## config.mk

```make
export PLATFORM = sky130hd
export DESIGN_NAME = muldiv_unit_flat
export DESIGN_NICKNAME = d
export VERILOG_FILES = /design/src/rtl/muldiv_pkg.sv /design/src/rtl/muldiv_if.sv /design/src/rtl/muldiv_div_step.sv /design/src/rtl/muldiv_unit.sv /design/src/flat_wrapper.sv
export SDC_FILE = /design/constraint.sdc
export NUM_CORES = 1
export LEC_CHECK = 0
export ABC_AREA = 1
export CAP_MARGIN = 20
export CORE_ASPECT_RATIO = 0.9
export CORE_MARGIN = 5
export CORE_UTILIZATION = 41
export DETAILED_ROUTE_END_ITERATION = 8
export PLACE_DENSITY = 0.67
export SLEW_MARGIN = 20
export SYNTH_ARGS = -nofsm -noshare
export SYNTH_HDL_FRONTEND = slang
export SYNTH_SLANG_ARGS = --single-unit
```

## constraint.sdc

```tcl
create_clock -name clk -period 7.1 [get_ports clk]
set_input_delay 1.42 -clock clk [delete_from_list [all_inputs] [get_ports clk]]
set_output_delay 1.42 -clock clk [all_outputs]
set_load 0.005 [all_outputs]
```

## src/rtl/muldiv_pkg.sv

```systemverilog
// Shared definitions for muldiv_unit: op encodings, FSM states and a
// two's-complement helper sized for operands up to 64 bits (products up to 128).
package muldiv_pkg;

  localparam logic [2:0] OP_MULT  = 3'b000;
  localparam logic [2:0] OP_MULTU = 3'b001;
  localparam logic [2:0] OP_DIV   = 3'b010;
  localparam logic [2:0] OP_DIVU  = 3'b011;
  localparam logic [2:0] OP_MTHI  = 3'b100;
  localparam logic [2:0] OP_MTLO  = 3'b101;

  localparam int MAX_W = 128;

  typedef enum logic [1:0] {
    IDLE,
    RUN,
    FIX
  } state_t;

  // Callers zero-extend into MAX_W bits and truncate the result back down;
  // the low bits of a negation do not depend on the working width.
  function automatic logic [MAX_W-1:0] cond_neg(input logic [MAX_W-1:0] x, input logic neg);
    return neg ? -x : x;
  endfunction

endpackage

```

## src/rtl/muldiv_if.sv

```systemverilog
// Request/result bundle between the EX stage and muldiv_unit.
interface muldiv_if #(
  parameter int WIDTH = 32
);
  logic             start;
  logic [2:0]       op;
  logic [WIDTH-1:0] a;
  logic [WIDTH-1:0] b;
  logic             cancel;
  logic             busy;
  logic             done;
  logic             div_zero;
  logic [WIDTH-1:0] hi;
  logic [WIDTH-1:0] lo;

  modport master (
    output start, op, a, b, cancel,
    input  busy, done, div_zero, hi, lo
  );

  modport slave (
    input  start, op, a, b, cancel,
    output busy, done, div_zero, hi, lo
  );
endinterface

```

## src/rtl/muldiv_div_step.sv

```systemverilog
// One restoring-division step: shift the next dividend bit into the partial
// remainder, trial-subtract the divisor and keep the result if it did not borrow.
module muldiv_div_step #(
  parameter int WIDTH = 32
) (
  input  logic [WIDTH-1:0] rem_in,
  input  logic             dividend_bit,
  input  logic [WIDTH-1:0] divisor,
  output logic [WIDTH-1:0] rem_out,
  output logic             q_bit
);
  logic [WIDTH:0]   rem_shift;
  logic [WIDTH+1:0] trial;

  always_comb begin
    rem_shift = {rem_in, dividend_bit};
    trial     = {1'b0, rem_shift} - {2'b00, divisor};
    q_bit     = ~trial[WIDTH+1];
    rem_out   = WIDTH'(q_bit ? trial : {1'b0, rem_shift});
  end
endmodule

```

## src/rtl/muldiv_unit.sv

```systemverilog
// Iterative MIPS MULT/MULTU/DIV/DIVU/MTHI/MTLO unit with HI/LO registers.
// Define MULDIV_FAST_MUL_EN for a single-cycle multiplier (divide timing unchanged).
module muldiv_unit
  import muldiv_pkg::*;
#(
  parameter int WIDTH = 32
) (
  input  logic    clk,
  input  logic    reset,
  muldiv_if.slave bus
);
  localparam int              CNT_W     = $clog2(WIDTH);
  localparam logic [CNT_W-1:0] LAST_ITER = CNT_W'(WIDTH - 1);

  state_t             state_q, state_d;
  logic               is_div_q, is_div_d;
  logic               sign_a_q, sign_a_d;
  logic               sign_b_q, sign_b_d;
  logic               b_zero_q, b_zero_d;
  logic [WIDTH-1:0]   opnd_q, opnd_d;
  logic [2*WIDTH-1:0] acc_q, acc_d;
  logic [CNT_W-1:0]   count_q, count_d;
  logic [WIDTH-1:0]   hi_q, hi_d;
  logic [WIDTH-1:0]   lo_q, lo_d;
  logic               done_q, done_d;
  logic               div_zero_q, div_zero_d;

  logic               signed_op, is_muldiv, op_is_div;
  logic               neg_a, neg_b;
  logic [WIDTH-1:0]   abs_a, abs_b;
  logic [WIDTH-1:0]   rem_next;
  logic               q_bit;
  logic [WIDTH:0]     mul_sum;
  logic [2*WIDTH-1:0] prod_fixed;
  logic [WIDTH-1:0]   quo_fixed, rem_fixed;

  // Divide reuses acc: upper half is the partial remainder, lower half shifts
  // the dividend out while quotient bits shift in.
  muldiv_div_step #(.WIDTH(WIDTH)) u_div_step (
    .rem_in      (acc_q[2*WIDTH-1:WIDTH]),
    .dividend_bit(acc_q[WIDTH-1]),
    .divisor     (opnd_q),
    .rem_out     (rem_next),
    .q_bit       (q_bit)
  );

  always_comb begin
    signed_op  = (bus.op == OP_MULT) || (bus.op == OP_DIV);
    is_muldiv  = ~bus.op[2];
    op_is_div  = bus.op[1];
    neg_a      = signed_op & bus.a[WIDTH-1];
    neg_b      = signed_op & bus.b[WIDTH-1];
    abs_a      = WIDTH'(cond_neg(MAX_W'(bus.a), neg_a));
    abs_b      = WIDTH'(cond_neg(MAX_W'(bus.b), neg_b));
    mul_sum    = {1'b0, acc_q[2*WIDTH-1:WIDTH]} + (acc_q[0] ? {1'b0, opnd_q} : '0);
    prod_fixed = (2*WIDTH)'(cond_neg(MAX_W'(acc_q), sign_a_q ^ sign_b_q));
    quo_fixed  = WIDTH'(cond_neg(MAX_W'(acc_q[WIDTH-1:0]), sign_a_q ^ sign_b_q));
    rem_fixed  = WIDTH'(cond_neg(MAX_W'(acc_q[2*WIDTH-1:WIDTH]), sign_a_q));
  end

  always_comb begin
    state_d    = state_q;
    is_div_d   = is_div_q;
    sign_a_d   = sign_a_q;
    sign_b_d   = sign_b_q;
    b_zero_d   = b_zero_q;
    opnd_d     = opnd_q;
    acc_d      = acc_q;
    count_d    = count_q;
    hi_d       = hi_q;
    lo_d       = lo_q;
    done_d     = 1'b0;
    div_zero_d = 1'b0;

    case (state_q)
      IDLE: begin
        if (bus.start && !bus.cancel) begin
          if (is_muldiv) begin
            is_div_d = op_is_div;
            sign_a_d = neg_a;
            sign_b_d = neg_b;
            b_zero_d = (bus.b == '0);
            opnd_d   = op_is_div ? abs_b : abs_a;
            acc_d    = {{WIDTH{1'b0}}, (op_is_div ? abs_a : abs_b)};
            count_d  = '0;
            state_d  = RUN;
`ifdef MULDIV_FAST_MUL_EN
            if (!op_is_div) begin
              acc_d   = {{WIDTH{1'b0}}, abs_a} * {{WIDTH{1'b0}}, abs_b};
              state_d = FIX;
            end
`endif
          end else if (bus.op == OP_MTHI) begin
            hi_d = bus.a;
          end else if (bus.op == OP_MTLO) begin
            lo_d = bus.a;
          end
        end
      end

      RUN: begin
        if (bus.cancel) begin
          state_d = IDLE;
        end else begin
          if (is_div_q) begin
            acc_d = {rem_next, acc_q[WIDTH-2:0], q_bit};
          end else begin
            acc_d = {mul_sum, acc_q[WIDTH-1:1]};
          end
          count_d = count_q + 1'b1;
          if (count_q == LAST_ITER) begin
            state_d = FIX;
          end
        end
      end

      FIX: begin
        if (bus.cancel) begin
          state_d = IDLE;
        end else begin
          if (is_div_q) begin
            // A zero divisor leaves |a| as remainder, so hi still reads back as a.
            hi_d       = rem_fixed;
            lo_d       = b_zero_q ? '1 : quo_fixed;
            div_zero_d = b_zero_q;
          end else begin
            {hi_d, lo_d} = prod_fixed;
          end
          done_d  = 1'b1;
          state_d = IDLE;
        end
      end

      default: state_d = IDLE;
    endcase
  end

  always_ff @(posedge clk) begin
    if (reset) begin
      state_q    <= IDLE;
      is_div_q   <= 1'b0;
      sign_a_q   <= 1'b0;
      sign_b_q   <= 1'b0;
      b_zero_q   <= 1'b0;
      opnd_q     <= '0;
      acc_q      <= '0;
      count_q    <= '0;
      hi_q       <= '0;
      lo_q       <= '0;
      done_q     <= 1'b0;
      div_zero_q <= 1'b0;
    end else begin
      state_q    <= state_d;
      is_div_q   <= is_div_d;
      sign_a_q   <= sign_a_d;
      sign_b_q   <= sign_b_d;
      b_zero_q   <= b_zero_d;
      opnd_q     <= opnd_d;
      acc_q      <= acc_d;
      count_q    <= count_d;
      hi_q       <= hi_d;
      lo_q       <= lo_d;
      done_q     <= done_d;
      div_zero_q <= div_zero_d;
    end
  end

  assign bus.busy     = (state_q != IDLE);
  assign bus.done     = done_q;
  assign bus.div_zero = div_zero_q;
  assign bus.hi       = hi_q;
  assign bus.lo       = lo_q;

endmodule
```

## src/flat_wrapper.sv

```systemverilog
// flat-port wrapper written by rule: the top's interface ports become plain ports
module muldiv_unit_flat import muldiv_pkg::*;
#(
  parameter int WIDTH = 32
)
  (clk, reset, bus_start, bus_op, bus_a, bus_b, bus_cancel, bus_busy, bus_done, bus_div_zero, bus_hi, bus_lo);
  muldiv_if #(.WIDTH(WIDTH)) bus_i ();
  input  logic clk;
  input  logic reset;
  input wire logic [$bits(bus_i.start)-1:0] bus_start;
  input wire logic [$bits(bus_i.op)-1:0] bus_op;
  input wire logic [$bits(bus_i.a)-1:0] bus_a;
  input wire logic [$bits(bus_i.b)-1:0] bus_b;
  input wire logic [$bits(bus_i.cancel)-1:0] bus_cancel;
  output wire logic [$bits(bus_i.busy)-1:0] bus_busy;
  output wire logic [$bits(bus_i.done)-1:0] bus_done;
  output wire logic [$bits(bus_i.div_zero)-1:0] bus_div_zero;
  output wire logic [$bits(bus_i.hi)-1:0] bus_hi;
  output wire logic [$bits(bus_i.lo)-1:0] bus_lo;
  assign bus_i.start = bus_start;
  assign bus_i.op = bus_op;
  assign bus_i.a = bus_a;
  assign bus_i.b = bus_b;
  assign bus_i.cancel = bus_cancel;
  assign bus_busy = bus_i.busy;
  assign bus_done = bus_i.done;
  assign bus_div_zero = bus_i.div_zero;
  assign bus_hi = bus_i.hi;
  assign bus_lo = bus_i.lo;
  muldiv_unit #(.WIDTH(WIDTH)) u_core (.clk(clk), .reset(reset), .bus(bus_i));
endmodule
```

**Word level (Yosys, flattened, before mapping)**

Cells that the tools add are included.
W data, S select, Z words.

- Bits in registers: 173

- Mux-type cells: 38
- Reduce and logical (&&, ||, !) cells: 16
- Eq/ne operators: 15
- Bitwise logic cells: 7
- Add/sub/neg operators: 8

Operators by type and width:

| kind | number |
|---|---|
| $mux W32 | 20 |
| $mux W64 | 5 |
| $neg A32 Y32 | 4 |
| $pmux W32 S2 | 2 |
| $pmux W64 S2 | 1 |
| $neg A64 Y64 | 1 |
| $sub A33 B32 Y34 | 1 |
| $add A32 B32 Y33 | 1 |
| $logic_not A32 Y1 | 1 |
| $mux W5 | 3 |
| $ne A2 B2 Y1 const B | 5 |
| $pmux W5 S2 | 1 |
| $mux W2 | 4 |
| $eq A3 B3 Y1 const B | 2 |
| $ne A2 B1 Y1 const B | 3 |
| $reduce_and A3 Y1 | 2 |
| $reduce_and A6 Y1 | 1 |
| $reduce_bool A2 Y1 | 3 |
| $add A5 B1 Y5 const B | 1 |
| $eq A5 B5 Y1 const B | 1 |
| $reduce_and A5 Y1 | 1 |
| $not A1 Y1 | 4 |
| $pmux W2 S2 | 1 |
| $reduce_and A4 Y1 | 1 |
| other kinds (14) | 15 |

**Depth between registers and ports, before layout**

- Depth after elaboration: 8
- Gate-level depth with buffers: 20
- Mapped depth without buffers: 18

**By module**

Synthesis repeated with hierarchy kept, for this count alone.

- Cell total of the unflattened synthesis: 3346
- Area, all modules: 18019.8 um^2

By module, submodules not included:

| module | cells an instance | area an instance (um^2) | seq. area each (um^2) | times used |
|---|---|---|---|---|
| muldiv_unit | 2707 | 14894.3 | 3463.3 | 1 |
| muldiv_div_step | 639 | 3125.5 | 0.0 | 1 |

**Worst setup path after synthesis**

Ideal clock, no wire load.

- Path kind: input to register
- From: in bus_a[1]
- To: reg u_core.acc_q[18]
- Path buffers: 0
- Setup time: 0.070 ns
- Slack: 4.210 ns
- Arrival time: 2.820 ns
- Data required time: 7.030 ns
- Stages: 12
- Cell sequence: inv_1 > ha_1 > nand3_1 > nor2_1 > nand2_1 > o21ai_2 > o21ai_0 > xor2_1 > nand2_1 > nand2_1 > nand2_1 > a21oi_1

- Word-level cells in the longest chain between the ends: 6

Ends and longest elaborated chain:

| what | line | text |
|---|---|---|
| start: declaration | flat_wrapper.sv:12 | `input wire logic [$bits(bus_i.a)-1:0] bus_a;` |
| $neg A32 Y32 | muldiv_pkg.sv:23 | `return neg ? -x : x;` |
| $mux W32 | muldiv_pkg.sv:23 |  |
| $mux W32 | muldiv_unit.sv:84 | `acc_d = {{WIDTH{1'b0}}, (op_is_div ? abs_a : abs_b)};` |
| $mux W64 | muldiv_unit.sv:78 | `if (is_muldiv) begin` |
| $mux W64 | muldiv_unit.sv:77 | `if (bus.start && !bus.cancel) begin` |
| $pmux W64 S2 | muldiv_unit.sv:75 | `case (state_q)` |
| end signal: assignment | muldiv_unit.sv:146 | `acc_q <= '0;` |
| end signal: assignment | muldiv_unit.sv:159 | `acc_q <= acc_d;` |
| end: declaration | muldiv_unit.sv:21 | `logic [2*WIDTH-1:0] acc_q, acc_d;` |

Every way passes these cells. The select of a mux whose other input is x is not followed.
A chain may end at the register's enable or synchronous reset.

**Final worst setup path**

- From: in bus_op[1]
- To: reg u_core.opnd_q[16]

- Word-level cells in the longest chain between the ends: 5
- Elaborated cells on any way between the ends: 8
- Those cells by class: 1 x eq/ne; 3 x mux; 2 x bitwise; 2 x reduce/logical

Ends and longest elaborated chain:

| what | line | text |
|---|---|---|
| start: declaration | flat_wrapper.sv:11 | `input wire logic [$bits(bus_i.op)-1:0] bus_op;` |
| $eq A3 B2 Y1 or $logic_not A3 Y1 (tied branches) | muldiv_unit.sv:48 | `signed_op = (bus.op == OP_MULT) \|\| (bus.op == OP_DIV);` |
| $logic_or A1 B1 Y1 | muldiv_unit.sv:48 |  |
| $and A1 B1 Y1, on equally long branches | muldiv_unit.sv:51, muldiv_unit.sv:52 |  |
| $mux W32 | muldiv_pkg.sv:23 |  |
| $mux W32 * | muldiv_unit.sv:83 | `opnd_d = op_is_div ? abs_b : abs_a;` |
| end signal: assignment | muldiv_unit.sv:158 | `opnd_q <= opnd_d;` |
| end: declaration | muldiv_unit.sv:20 | `logic [WIDTH-1:0] opnd_q, opnd_d;` |

Every way passes the cells marked *; elsewhere a longest branch is shown, timed or not.

==> results.cfg <==
[status]
status = finished clean

[synth]
ys_async_sr_fraction_pct = 0
ys_seq_area_share_pct = 19.3
mappedNetlistNets = 3395
synth_top_area_share_pct = 19.3
syn_avg_cell_area_sq_um = 5.51
ys_types = 48
yosysTopAreaCell = dfxtp_1
synthFlopType = dfxtp_1
syn_area_sq_mm = 0.0179
synth_edf_count = 0
synthCells = 3252
yosys_register_bits = 173
yosysWarnings = 0
synth_area_leaders = dfxtp_1 19%, nand2_1 19%, inv_1 9.9%

[clocking]
cts_resized = 0
cts.clk_slew.worst_paths_ps = 70
holdBufCountCts = 0
clockBufferDepth = 2
clk_latency_ps = 460
cts-root-buf = clkbuf_16
cts.sinks = 173
cts_tree = yes
htreeDepth = 4
cts_setup_buffers = 0
cts_buffers = 17

[worst_setup_path]
start_kind = input pin
cp.required_ps = 7490
cp_cell_sequence = clkdlybuf4s50_1 > buf_4 > inv_1 > nor2_2 > inv_1 > a21oi_1 > o21ai_1 > inv_1
slowest_stage = nor2_2
cp_common_cell = inv_1
max_stage_delay_ps = 850
arrival_ps = 4540
crit_fanout = 44
cp-end-kind = flop
critPathKind = input pin to flop

[timing]
clock.fmax_mhz = 241
fin_tns_setup_ps = 0
worst-slew-pin-transition_ps = 1000
max_slew_margin_pct = 33.3
fin_worst_skew_ps = 18.1
period_share_pct = 58.3
timing_hold_violations_final = 0
maxSlewViolCount = 0
layout_min_cycle_time_ps = 4140
rsz0062_at_grt = false
setup_viol = 0

[placement]
io_buffer_count = 137
dpl.hpwl_um = 67700
gp_congestion = 1.07
placed_cell_area_sq_mm = 0.0196

[layout]
post-route-cell-area_sq_mm = 0.0202
antenna_cells = 0
final_core_utilization_pct = 46.8
syn2layout_area_growth_pct = 12.6
nets = 3446
final_layout_size_suffix_gt1_share_pct = 3.47

[floorplanning]
initial_core_util_pct = 41.6
num_rows = 72
die_h_um = 208
coreArea_sq_mm = 0.0431
die_x_um = 230
die_area_sq_mm = 0.0480
io_pins = 138

[pwr]
pwr-share-comb_pct = 31.8
power_density_mw_per_mm2 = 145
peakVddDrop_mv = 0.220
p_sw_uw = 1160
pwr-share-seq_pct = 35.6
power_frac_clock_pct = 32.6
internal_power_uw = 1770
leakage_uw = 0.00999
sw_frac_of_total_pct = 39.7

[global_route]
grt_max_degree = 92
grt_pass1_vias = 19700
grt.overflow.total = 0
antenna_found_initial = 0
grt_usage_pct = 33.3
grt_pass1_wl_um = 124000

[routing]
drc = 0
vias = 22200
postRouteAntennaNets = 0
drtIter0Drc = 3214
via_per_inst = 5.74
wl_um = 83700
wl_per_cell_um = 21.6
drt_first_pass_iters = 7

[flow_run]
cap_violations = 0

[min_path]
hp-class = flop to flop
-- placed cells by master, fill, tap and decap left out, drive strengths merged, types with 9 or more instances in the layout --
cell type,netlist,layout
o21bai,12,12
o211ai,27,27
nor2,379,379
nor3,47,47
nand4,42,42
nand3b,20,20
nand2,908,908
xor2,56,56
a31oi,31,31
o21ai,268,268
nand3,301,301
dfxtp,173,173
clkbuf,84,17
inv,484,491
ha,70,70
xnor2,16,16
a21oi,241,241
and2,9,9
o221ai,9,9
buf,39,19
clkdlybuf4s50,0,136
-- power by group through the flow --
stage	registers (uW)	logic [uW]	clock network, uW
floorplan	1040	583	0
global placement	1060	891	0
detailed placement	1060	889	0
CTS	1040	893	944
global route	1050	1000	980
finish	1040	933	955
-- final timing paths --
check	to	depth (start not counted)	from	slack [ps]
max	u_core.opnd_q[16]	8	bus_op[1]	2960
max reg2reg	u_core.acc_q[55]	17	u_core.acc_q[0]	3720
min	u_core.sign_b_q	2	u_core.sign_b_q	510
min reg2reg	u_core.sign_b_q	2	u_core.sign_b_q	510
-- registers in the layout, summed over array words and instances, names as in the netlist --
register,flops
u_core.is_div_q,1
u_core.count_q,5
u_core.sign_a_q,1
u_core.opnd_q,32
u_core.state_q,2
u_core.b_zero_q,1
u_core.bus.hi,32
u_core.bus.done,1
u_core.bus.lo,32
u_core.acc_q,64
u_core.bus.div_zero,1
u_core.sign_b_q,1
-- cells by family (layout without fill, tap and decap cells) --
logic type      count (synthesis)  in the layout  share of synthesized area [%]
flops                         173            173                           19.3
compound gates                610            610                           18.5
fa+ha+maj                      72             72                           5.11
buf+inv                       607            669                           13.1
xor+xnor                       72             72                           3.52
simple gates                 1718           1718                           40.4
-- worst max-delay path: cells and delay by family --
family,cells,cell delay (ps)
and+or+nand+nor,1,850
AOI/OAI and AO/OA,2,370
buffers and inverters,5,1870
-- area by class of cell --
cell class,count,area [sq um]
fillers,4719,22900
multi-input cells,2472,12100
flip-flops and latches,173,3460
inverters,484,1820
repair buffers,155,1500
well taps,555,694
clock buffers,17,425
clock inverters,13,134
-- metrics by stage --
step	std cells	power, uW	hold slack [ps]	setup WS [ps]
3_3_place_gp	3839	1950	489	2590
2_1_floorplan	3252	1630	444	4210
3_5_place_dp	3839	1950	488	2560
5_1_grt	3869	3030	517	2720
6_report	3869	2930	514	2960
4_1_cts	3869	2880	499	3020
-- synthesized netlist by cell type, types with 4 or more instances --
cell	number
a21oi_1	236
a21oi_2	4
a22oi_1	5
a31oi_1	31
and2_1	7
buf_1	9
buf_2	24
buf_6	4
clkbuf_1	84
dfxtp_1	173
ha_1	70
inv_1	471
inv_2	13
nand2_1	899
nand2_2	6
nand3_1	299
nand3b_1	20
nand4_1	42
nor2_1	366
nor2_2	11
nor3_1	45
o211ai_1	27
o21a_1	4
o21ai_0	252
o21ai_1	12
o21ai_2	4
o21bai_1	12
o221ai_1	9
o22ai_1	4
o31ai_1	5
or2_2	6
xnor2_1	16
xor2_1	56
-- routing by layer --
metal	wire (um)	up-vias	track usage (%)
met5	0	-	0
met2	32000	1441	45.2
li1	-	10600	-
met1	35900	10000	49.5
met4	3140	0	10.3
met3	12700	175	10.9
Note: power is estimated with default switching activity, not from simulation.
